<file path="config.mk">
export PLATFORM = sky130hd
export DESIGN_NAME = if_stage_flat
export DESIGN_NICKNAME = d
export VERILOG_FILES = /design/src/rtl/if_stage_if.sv /design/src/rtl/if_stage.sv /design/src/flat_wrapper.sv
export SDC_FILE = /design/constraint.sdc
export NUM_CORES = 1
export LEC_CHECK = 0
export BUFFER_PORTS_ARGS = -buffer_cell sky130_fd_sc_hd__buf_2
export CAP_MARGIN = 15
export CORE_ASPECT_RATIO = 0.75
export CORE_UTILIZATION = 35
export DETAILED_ROUTE_END_ITERATION = 10
export HOLD_SLACK_MARGIN = 0.03
export SLEW_MARGIN = 30
export SYNTH_ARGS = -nofsm -noshare
export SYNTH_HDL_FRONTEND = slang
export SYNTH_SLANG_ARGS = --single-unit
</file>
<file path="constraint.sdc">
create_clock -name clk -period 6.8 [get_ports clk]
set_clock_uncertainty 0.15 [all_clocks]
set_input_delay 2.04 -clock clk [delete_from_list [all_inputs] [get_ports clk]]
set_output_delay 2.04 -clock clk [all_outputs]
set_load 0.01 [all_outputs]
</file>
<file path="src/rtl/if_stage_if.sv">
// if_stage_if: instruction-memory request/acknowledge bus between the fetch stage and imem.
interface if_stage_if;
  logic        imem_req;
  logic [31:0] imem_addr;
  logic        imem_ack;
  logic [31:0] imem_rdata;
  modport master (output imem_req, imem_addr, input imem_ack, imem_rdata);
  modport slave (input imem_req, imem_addr, output imem_ack, imem_rdata);
endinterface

</file>
<file path="src/rtl/if_stage.sv">
// if_stage: MIPS fetch stage with PC, imem handshake, one-entry stall hold buffer and delay-slot-aware redirects.
module if_stage #(
  parameter logic [31:0] RESET_PC = 32'h0000_0000
) (
  input  logic        clk,
  input  logic        Rst,
  input  logic        stall_i,
  input  logic        branch_flag_i,
  input  logic [31:0] branch_target_i,
  if_stage_if.master  imem,
  output logic [31:0] if_pc,
  output logic [31:0] if_inst,
  output logic        if_valid
);
  typedef enum logic {FETCH, HOLD} state_t;
  state_t      state_q, state_d;
  logic [31:0] pc_q, pc_d, pc_slot_q, pc_slot_d, inst_q, inst_d;
  logic [31:0] hold_pc_q, hold_pc_d, hold_inst_q, hold_inst_d;
  logic [31:0] redir_tgt_q, redir_tgt_d, tgt;
  logic        valid_q, valid_d, redir_q, redir_d, ack, br;
  assign tgt = branch_target_i & ~32'h3;
  assign br  = branch_flag_i & ~stall_i;
  assign ack = imem.imem_req & imem.imem_ack;
  always_ff @(posedge clk) begin
    if (Rst) begin
      state_q     <= FETCH;
      pc_q        <= RESET_PC;
      pc_slot_q   <= '0;
      inst_q      <= '0;
      valid_q     <= 1'b0;
      hold_pc_q   <= '0;
      hold_inst_q <= '0;
      redir_q     <= 1'b0;
      redir_tgt_q <= '0;
    end else begin
      state_q     <= state_d;
      pc_q        <= pc_d;
      pc_slot_q   <= pc_slot_d;
      inst_q      <= inst_d;
      valid_q     <= valid_d;
      hold_pc_q   <= hold_pc_d;
      hold_inst_q <= hold_inst_d;
      redir_q     <= redir_d;
      redir_tgt_q <= redir_tgt_d;
    end
  end
  always_comb begin
    state_d     = state_q;
    pc_d        = pc_q;
    pc_slot_d   = pc_slot_q;
    inst_d      = inst_q;
    valid_d     = valid_q;
    hold_pc_d   = hold_pc_q;
    hold_inst_d = hold_inst_q;
    redir_d     = redir_q;
    redir_tgt_d = redir_tgt_q;
    // Presented instruction is the delay slot: everything fetched behind it is wrong-path.
    if (br && valid_q) begin
      pc_d    = tgt;
      valid_d = 1'b0;
      state_d = FETCH;
    end else if (state_q == HOLD) begin
      if (!stall_i) begin
        pc_slot_d = hold_pc_q;
        inst_d    = hold_inst_q;
        valid_d   = 1'b1;
        state_d   = FETCH;
      end
    end else if (ack) begin
      pc_d    = redir_q ? redir_tgt_q : br ? tgt : pc_q + 32'd4;
      redir_d = 1'b0;
      if (stall_i && valid_q) begin
        hold_pc_d   = pc_q;
        hold_inst_d = imem.imem_rdata;
        state_d     = HOLD;
      end else begin
        pc_slot_d = pc_q;
        inst_d    = imem.imem_rdata;
        valid_d   = 1'b1;
      end
    end else begin
      // In-flight fetch is the delay slot; redirect once it returns.
      if (br) begin
        redir_d     = 1'b1;
        redir_tgt_d = tgt;
      end
      if (!stall_i) valid_d = 1'b0;
    end
  end
  always_comb begin
    imem.imem_req  = (state_q == FETCH) && !Rst;
    imem.imem_addr = pc_q;
    if_pc          = pc_slot_q;
    if_inst        = inst_q;
    if_valid       = valid_q;
  end
endmodule

</file>
<file path="src/flat_wrapper.sv">
// flat-port wrapper written by rule: the top's interface ports become plain ports
module if_stage_flat 
#(
  parameter logic [31:0] RESET_PC = 32'h0000_0000
)
  (clk, Rst, stall_i, branch_flag_i, branch_target_i, if_pc, if_inst, if_valid, imem_imem_req, imem_imem_addr, imem_imem_ack, imem_imem_rdata);
  if_stage_if imem_i ();
  input  logic clk;
  input  logic Rst;
  input  logic stall_i;
  input  logic branch_flag_i;
  input  logic [31:0] branch_target_i;
  output logic [31:0] if_pc;
  output logic [31:0] if_inst;
  output logic if_valid;
  output wire logic [$bits(imem_i.imem_req)-1:0] imem_imem_req;
  output wire logic [$bits(imem_i.imem_addr)-1:0] imem_imem_addr;
  input wire logic [$bits(imem_i.imem_ack)-1:0] imem_imem_ack;
  input wire logic [$bits(imem_i.imem_rdata)-1:0] imem_imem_rdata;
  assign imem_imem_req = imem_i.imem_req;
  assign imem_imem_addr = imem_i.imem_addr;
  assign imem_i.imem_ack = imem_imem_ack;
  assign imem_i.imem_rdata = imem_imem_rdata;
  if_stage #(.RESET_PC(RESET_PC)) u_core (.clk(clk), .Rst(Rst), .stall_i(stall_i), .branch_flag_i(branch_flag_i), .branch_target_i(branch_target_i), .imem(imem_i), .if_pc(if_pc), .if_inst(if_inst), .if_valid(if_valid));
endmodule
</file>
==> metrics.txt, run 1 <==
status=complete, no violations; site row count=49; share of layout cells above drive strength 1=0.1921; Pint=about 1.8 mW; post-route setup TNS=0 ns; first drt pass iteration count=5; Hold Fails Final Rpt=0; Synth area leaders=dfxtp_1, nand2_1, mux2i_1; Clock Latency Late Sink=0.44 ns; Bufs on Longest Clock Path=2; number of setup violations in the final report=0; # DRC=0; post-synthesis instance total=1078; Starting Density=0.3602; Vias per Instance=between 5 and 6; Finished Layout Cells=1518; most frequent cell after synthesis=nand2_1; post-CTS resize count=0; leakage power=3.721 nW; cell taking the most area after synthesis=dfxtp_1; final worst slack=2.112 ns; clock power share=0.400; I/O Pins=167; top-area cell type share of the netlist area=0.4441; Crit Path Max Fanout=28; number of global-route vias before repair=about 7.0k; Clock Tree Root=clkbuf_16; die area=approximately 26000 sq um; post-synthesis cell type count=58; post-route ant nets=0; crit-path max cell delay=about 0.22 ns; reg2reg setup slack=3.36 ns; clk slew on worst S/H paths=about 0.08 ns; WS Path Type=in2out; PwrDens=between 200 and 300 nW/um^2; hpwl dp=17300 um; crit path capture type=output pin; DP Area=9684 sq um; Cell Area, Synth=8701 sq um; die width=184.1 um; antenna fix cells=0; NetSw=788.8 uW; Async SR Flop Fraction=0; IO Port Bufs=164; initial DRC count=between 600 and 700; initial antenna violation count=0; CTS tree=done; slowest CP cell=buf_6; max-slew violations=0; Tcrit/Tclk final=0.6895; syn nets=1148; f_max=~210 MHz; gr usage total=0.2095; Mapped Avg Cell Area=8.071 sq um; Slew @ Worst Pin=0.9318 ns; H-tree Lvls=4; first-pass GRT wire length=41160 um; Worst Hold Depth=2; register bit total from synthesis=between 150 and 200; DR vias=8076; hold_ws=0.3056 ns; Main synth FF type=dfxtp_1; Hold/Removal Path Class=reg2reg; RSZ-0062 raised after global routing=no; largest net degree at the start of global routing=81; Reg power frac=0.477; area grow syn2layout=18.39%; dpl ws=between 2 and 2.5 ns; grt ovf=0; yosys warns=0; Post-Route WL=26720 um; EDFF count, synth=0; Slew Limit Headroom=0.3788; Arr. time, crit path=2.50 ns; die span in y=138.5 um; Final Instance Area=10300 sq um; Startpoint Class=primary input; sw frac=0.2992; most instantiated cells after synthesis=nand2_1, dfxtp_1, a21oi_1; post-synthesis sequential area ratio=0.4441; clock tree sinks=193; min cycle time layout=4.688 ns; VDD IR-drop max=0.1657 mV; GP Congestion=0.8469; Post-CTS Hold Fix Bufs=0; core region area=roughly 24000 sq um; fin nets=1244; setup bufs post-CTS=0; Inst Count DP=1486; crit-path cells=buf_6, nor2_1, buf_2; max-cap violations=0; R2R cell count=7; Gate power share=0.123; cts bufs inserted=17; DR WL/cell=17.60 um; CP required=4.61 ns
-- cells by family (layout without fill, tap and decap cells) --
logic type / after synthesis / count (layout) / synth area share
adders and majority gates: 1 / 1 / 0.001438
AOI/OAI and AO/OA: 294 / 294 / 0.2102
and+or+nand+nor: 401 / 401 / 0.2026
DFF: 193 / 193 / 0.4441
xor gates and xnor gates: 17 / 17 / 0.01711
muxes: 66 / 66 / 0.07593
buffers and inverters: 106 / 215 / 0.04860
-- sequential cells by signal, summed over array words and instances (netlist names) --
register,flops
u_core.redir_tgt_q,30
u_core.hold_pc_q,32
u_core.hold_inst_q,32
u_core.if_pc,32
u_core.redir_q,1
u_core.if_valid,1
u_core.if_inst,32
u_core.state_q,1
u_core.imem.imem_addr,32
-- per-stage QoR --
step | utilization | total power [mW]
final | 0.4264 | 2.637
after global routing | 0.4264 | 2.755
after CTS | 0.4264 | 2.659
after detailed placement | 0.4009 | 1.607
after global placement | 0.4008 | 1.600
after floorplan | - | 1.461
-- final cells by class --
type                    count  area [sq um]
flip-flops and latches    193          3867
repair buffers            179         939.7
inverters                   4         15.01
clock inverters            15         191.4
well taps                 331         414.1
clock buffers              17         425.4
fillers                  2541         13850
multi-input cells         779          4448
-- worst paths after layout --
kind / start / endpoint
worst min register to register: u_core.hold_pc_q[21]$_SDFFE_PP0P_ / u_core.hold_pc_q[21]$_SDFFE_PP0P_
worst min-delay path: u_core.hold_pc_q[21]$_SDFFE_PP0P_ / u_core.hold_pc_q[21]$_SDFFE_PP0P_
worst max register to register: u_core.state_q$_SDFF_PP0_ / u_core.imem.imem_addr[17]$_SDFFE_PP0P_
worst max-delay path: Rst / imem_imem_req
-- worst max-delay path, delay by kind of cell --
| family | cells | cell delay, ns |
|---|---|---|
| and+or+nand+nor | 1 | 0.06 |
| buffers and inverters | 2 | 0.38 |
-- routing by layer --
metal / up-vias / GRT usage / wire length [um]
met3: 29 / 0.04175 / 2098
li1: 3998 / - / -
met1: 3718 / 0.3316 / 13370
met5: - / 0 / 0
met2: 331 / 0.2767 / 10860
met4: 0 / 0.06491 / 382
-- power groups by stage --
stage	clock network, mW	logic (mW)	registers [mW]
2_1_floorplan	0	0.190	1.27
3_3_place_gp	0	0.321	1.28
3_5_place_dp	0	0.326	1.28
4_1_cts	1.08	0.326	1.25
5_1_grt	1.13	0.359	1.26
6_report	1.05	0.326	1.26
-- placed cells by master, fill, tap and decap left out, drive strengths merged, types with 7 or more instances in the layout --
cell    synthesis  final
clkbuf         80     17
xnor2           7      7
a211oi         69     69
o221ai          7      7
nor4           10     10
and3           16     16
a21oi         124    124
o21ai          41     41
xor2           10     10
nor3            9      9
nand2         224    224
a22oi          12     12
dfxtp         193    193
nand4          11     11
buf            22    179
nor2           85     85
inv             4     11
nand3          15     15
mux2i          66     66
Note: power is estimated with default switching activity, not from simulation.
==> inputs of run 2 (changes only) <==
==> constraint.sdc (replaced) <==
create_clock -name clk -period 4.33 [get_ports clk]
set_clock_uncertainty 0.15 [all_clocks]
set_input_delay 1.299 -clock clk [delete_from_list [all_inputs] [get_ports clk]]
set_output_delay 1.299 -clock clk [all_outputs]
set_load 0.01 [all_outputs]
==> metrics.txt, run 2 (same netlist as run 1, synthesis figures left out) <==
share of layout cells above drive strength 1=0.1946 (+0.002550); number of global-route vias before repair=7106 (+1.1%); Tcrit/Tclk final=0.7715; VDD IR-drop max=0.2567 mV (+55%); most common cell after layout, fill and taps aside=nand2_1; leakage power=3.757 nW (+0.98%); CP required=2.88 ns (-1.73 ns); DR vias=8026 (-0.62%); f_max=between 200 and 300 MHz; grt ovf=0 (unchanged); Slew Limit Headroom=0.3859 (+0.007053); max-cap violations=0 (unchanged); multi-input logic area=4439 sq um (-0.20%); first-pass GRT wire length=40770 um (-0.94%); largest net degree at the start of global routing=68 (-16%); die width=184.1 um (unchanged); Slew @ Worst Pin=0.9212 ns (-0.01058 ns); clk slew on worst S/H paths=0.07 ns (about the same); gate family responsible for the most delay along the worst path=buffers and inverters; area grow syn2layout=19.27%; DP Area=9751 sq um (+0.68%); DR WL/cell=17.18 um (-2.4%); Bufs on Longest Clock Path=2 (unchanged); Clock Latency Late Sink=0.44 ns (about the same); setup bufs post-CTS=0 (unchanged); Hold Fails Final Rpt=0 (unchanged); post-CTS resize count=0 (unchanged); dpl ws=0.8127 ns (-1.294 ns); die area=25500 sq um (unchanged); crit path capture type=output pin; max-slew violations=0 (unchanged); Post-Route WL=26170 um (-2.0%); site row count=49 (unchanged); # fillers=2498 (-1.7%); post-route ant nets=0 (unchanged); crit-path cells=buf_6, nor2_1, buf_2; initial antenna violation count=0 (unchanged); CTS tree=done; gr usage total=0.2058 (-0.003718); post-route setup TNS=0 ns (unchanged); Vias per Instance=5.270 (-0.95%); initial DRC count=733 (+19%); IO Port Bufs=164 (unchanged); Startpoint Class=primary input; CP startpoint=Rst; die span in y=138.5 um (unchanged); status=complete, no violations; Arr. time, crit path=1.89 ns (-0.61 ns); Starting Density=0.3602 (unchanged); final worst slack=0.9893 ns (-1.122 ns); Crit Path Max Fanout=55 (+96%); WS Path Type=in2out; Worst Min Path Start=u_core.hold_inst_q[22]$_SDFFE_PP0P_; cts bufs inserted=17 (unchanged); fin nets=1249 (+0.40%); slowest CP cell=buf_6; min cycle time layout=3.341 ns; reg2reg start=u_core.imem.imem_addr[5]$_SDFFE_PP0P_; GP Congestion=0.8460 (-0.11%); H-tree Lvls=4 (unchanged); clock tree sinks=193 (unchanged); PwrDens=398.7 nW/um^2 (+56%); antenna fix cells=0 (unchanged); Reg area=3867 sq um (unchanged); hpwl dp=17330 um (+0.15%); Clock Tree Root=clkbuf_16; Post-CTS Hold Fix Bufs=0 (unchanged); number of setup violations in the final report=0 (unchanged); I/O Pins=167 (unchanged); Hold/Removal Path Class=reg2reg; RSZ-0062 raised after global routing=no; core region area=24160 sq um (unchanged); reg2reg setup slack=1.79 ns (-1.57 ns); most frequent cells in the layout=nand2_1, dfxtp_1, buf_2; first drt pass iteration count=7 (+2); Final Instance Area=10380 sq um (+0.74%); # DRC=0 (unchanged); crit-path max cell delay=0.34 ns (+0.12 ns); Crit path buffers/inverters=2 (unchanged)
## run 2: changes by cell type in the layout (fill, tap and decap cells not counted), sizes merged
cell    previous run  this run
inv               11        10
clkbuf            17        18
buf              179       184
## run 2: worst register-to-register path, delay by kind of cell (launching register included)
kind             cells  cell delay [ns]
XOR/XNOR             1             0.17
flip-flops           1             0.64
AND/OR/NAND/NOR      3             1.41
AO/OA/AOI/OAI        1             0.06
## run 2: final timing paths
| kind | cells past startpoint | to |
|---|---|---|
| max reg2reg | 5 | u_core.imem.imem_addr[31]$_SDFFE_PP0P_ |
| max | 3 | imem_imem_req |
| min reg2reg | 2 | u_core.hold_inst_q[22]$_SDFFE_PP0P_ |
| min | 2 | u_core.hold_inst_q[22]$_SDFFE_PP0P_ |
## run 2: final cells by class
class	count	area share
clock inverter	14	0.01809
sequential	193	0.3727
inverter	4	0.001447
multi-input combinational	779	0.4278
timing repair buffer	184	0.09778
clock buffer	18	0.04232
tap	331	0.03991
## run 2: per-stage QoR
stage / total power, mW / hold slack [ns] / util / std cells
global route: 4.338 / 0.3237 / 0.4296 / 1523
CTS: 4.190 / 0.3057 / 0.4296 / 1523
global placement: 2.520 / 0.2908 / 0.4037 / 1491
floorplan: 2.294 / 0.2821 / - / 1078
finish: 4.138 / 0.3037 / 0.4296 / 1523
detailed placement: 2.528 / 0.2948 / 0.4037 / 1491
## run 2: power breakdown
part | internal, mW | leakage, nW | total (mW) | switching (mW)
registers | 1.86 | 1.57 | 1.97 | 0.107
logic | 0.206 | 1.88 | 0.518 | 0.312
clock network | 0.854 | 0.301 | 1.65 | 0.795
total | 2.92 | 3.76 | 4.14 | 1.21
## run 2: per-layer routing
| metal | global-route usage | part of all wire | vias to the layer above |
|---|---|---|---|
| li1 | - | - | 4010 |
| met1 | 0.3191 | 0.50 | 3700 |
| met2 | 0.2811 | 0.41 | 300 |
| met3 | 0.04937 | 0.079 | 16 |
| met4 | 0.04693 | 0.0097 | 0 |
| met5 | 0 | 0 | - |
==> inputs of run 3 (changes only) <==
==> constraint.sdc (replaced) <==
create_clock -name clk -period 2.85 [get_ports clk]
set_clock_uncertainty 0.15 [all_clocks]
set_input_delay 0.855 -clock clk [delete_from_list [all_inputs] [get_ports clk]]
set_output_delay 0.855 -clock clk [all_outputs]
set_load 0.01 [all_outputs]
==> metrics.txt, run 3 (same netlist as run 1, synthesis figures left out) <==
Starting Density=0.3602 (unchanged); share of layout cells above drive strength 1=0.2201 (+0.02552); min cycle time layout=between 2 and 2.5 ns; leakage power=3.966 nW (+5.6%); status=complete, no violations; # fillers=2482 (-0.64%); number of setup violations in the final report=0 (unchanged); Post-CTS Hold Fix Bufs=0 (unchanged); cts bufs inserted=17 (unchanged); CP required=3.02 ns (+0.14 ns); Crit Path Max Fanout=9 (-84%); Finished Layout Cells=1562 (+2.6%); DR vias=8110 (+1.0%); hpwl dp=18300 um (+5.6%); Slew @ Worst Pin=0.9422 ns (+0.02097 ns); Crit path buffers/inverters=0 (-2); max-cap violations=0 (unchanged); I/O Pins=167 (unchanged); antenna fix cells=0 (unchanged); crit path capture type=flip-flop; hold_ws=0.3046 ns (+0.0008280 ns); Bufs on Longest Clock Path=2 (unchanged); number of global-route vias before repair=7267 (+2.3%); first-pass GRT wire length=42090 um (+3.2%); Worst Hold Depth=2 (unchanged); f_max=around 400 MHz; R2R cell count=6 (+1); slowest CP cell=dfxtp_1; GP Congestion=0.8799 (+4.0%); most frequent cells in the layout=nand2_1, dfxtp_1, buf_2; site row count=49 (unchanged); PwrDens=592.6 nW/um^2 (+49%); Post-Route WL=26880 um (+2.7%); H-tree Lvls=4 (unchanged); max-slew violations=0 (unchanged); # DRC=0 (unchanged); largest net degree at the start of global routing=150 (+120%); initial DRC count=742 (+1.2%); reg2reg setup slack=0.36 ns (-1.43 ns); gr usage total=0.2128 (+0.007009); post-route setup TNS=0 ns (unchanged); die width=184.1 um (unchanged); Hold/Removal Path Class=reg2reg; Inst Count DP=1530 (+2.6%); Worst Min Path Start=u_core.hold_pc_q[16]$_SDFFE_PP0P_; CTS tree=done; Hold Path Sink=u_core.hold_pc_q[16]$_SDFFE_PP0P_; clock tree sinks=193 (unchanged); initial antenna violation count=0 (unchanged); setup bufs post-CTS=0 (unchanged); clk slew on worst S/H paths=0.08 ns (about the same); Vias per Instance=5.192 (-1.5%); IO Port Bufs=164 (unchanged); Tcrit/Tclk final=0.8743; Startpoint Class=flip-flop; Clock Tree Root=clkbuf_16; Arr. time, crit path=2.66 ns (+0.77 ns); most common cell after layout, fill and taps aside=nand2_1; DR WL/cell=17.21 um (+0.14%); die area=25500 sq um (unchanged); die span in y=138.5 um (unchanged); gate family responsible for the most delay along the worst path=simple AND/OR/NAND/NOR gates; WS Path Type=reg2reg; area grow syn2layout=22.89%; fin nets=1288 (+3.1%); worst r2r dst=u_core.imem.imem_addr[30]$_SDFFE_PP0P_; first drt pass iteration count=5 (-2); crit-path cells=ha_1, nand4_1, or3_1, o31a_1, o21ai_0, a21oi_1; core region area=24160 sq um (unchanged); crit-path max cell delay=0.57 ns (+0.23 ns); utilization after layout=0.4427 (+0.01305); reg2reg start=u_core.imem.imem_addr[2]$_SDFFE_PP0P_; RSZ-0062 raised after global routing=no; grt ovf=0 (unchanged); Slew Limit Headroom=0.3696 (-0.01630); Hold Fails Final Rpt=0 (unchanged); VDD IR-drop max=0.4309 mV (+68%); Clock Latency Late Sink=0.44 ns (about the same); post-route ant nets=0 (unchanged); post-CTS resize count=0 (unchanged)
run 3: changes by cell type in the layout (fill, tap and decap cells not counted), sizes merged:
cell and change:
buf +39, clkbuf -1, inv +3, clkinvlp -1, clkinv -1
run 3: how the worst max path moves through the flow:
stage	start	to	slack (ns)	cells after the start
finish	u_core.imem.imem_addr[2]$_SDFFE_PP0P_	u_core.imem.imem_addr[30]$_SDFFE_PP0P_	0.36	6
global route	u_core.imem.imem_addr[2]$_SDFFE_PP0P_	u_core.imem.imem_addr[24]$_SDFFE_PP0P_	0.18	6
CTS	u_core.state_q$_SDFF_PP0_	imem_imem_req	0.31	3
detailed placement	stall_i	u_core.imem.imem_addr[4]$_SDFFE_PP0P_	0.16	8
global placement	branch_flag_i	u_core.imem.imem_addr[16]$_SDFFE_PP0P_	0.16	7
floorplan	Rst	imem_imem_req	0.08	4
run 3: stage by stage:
step / cell area, sq um / setup slack, ns / power, mW
floorplan: 8701 / 0.07805 / 3.486
global placement: 10080 / 0.1596 / 3.888
detailed placement: 10080 / 0.1586 / 3.901
CTS: 10690 / 0.3064 / 6.403
global route: 10690 / 0.1766 / 6.637
finish: 10690 / 0.3584 / 6.336
run 3: power breakdown:
part / switching (mW) / internal [mW]
clock: 1.22 / 1.27
combinational: 0.541 / 0.358
sequential: 0.112 / 2.83
run 3: cell type report:
class | instances | area, sq um | share of cell area
clock buffers | 17 | 425.4 | 0.03978
clock inverters | 15 | 186.4 | 0.01744
inverters | 4 | 15.01 | 0.001404
multi-input cells | 779 | 4439 | 0.4152
flip-flops and latches | 193 | 3867 | 0.3617
well taps | 331 | 414.1 | 0.03873
repair buffers | 223 | 1345 | 0.1258
run 3: per-layer routing:
layer,part of all wire,vias up,track usage
li1,-,4083,-
met1,0.51,3694,0.3333
met2,0.40,314,0.2851
met3,0.080,19,0.05226
met4,0.012,0,0.05044
met5,0,-,0
run 3: worst reg2reg max path, delay by kind of cell, from the launching register on:
kind | cells | cell delay, ns
and+or+nand+nor | 2 | 0.73
AOI/OAI and AO/OA | 3 | 0.61
DFF | 1 | 0.57
adders and majority gates | 1 | 0.32
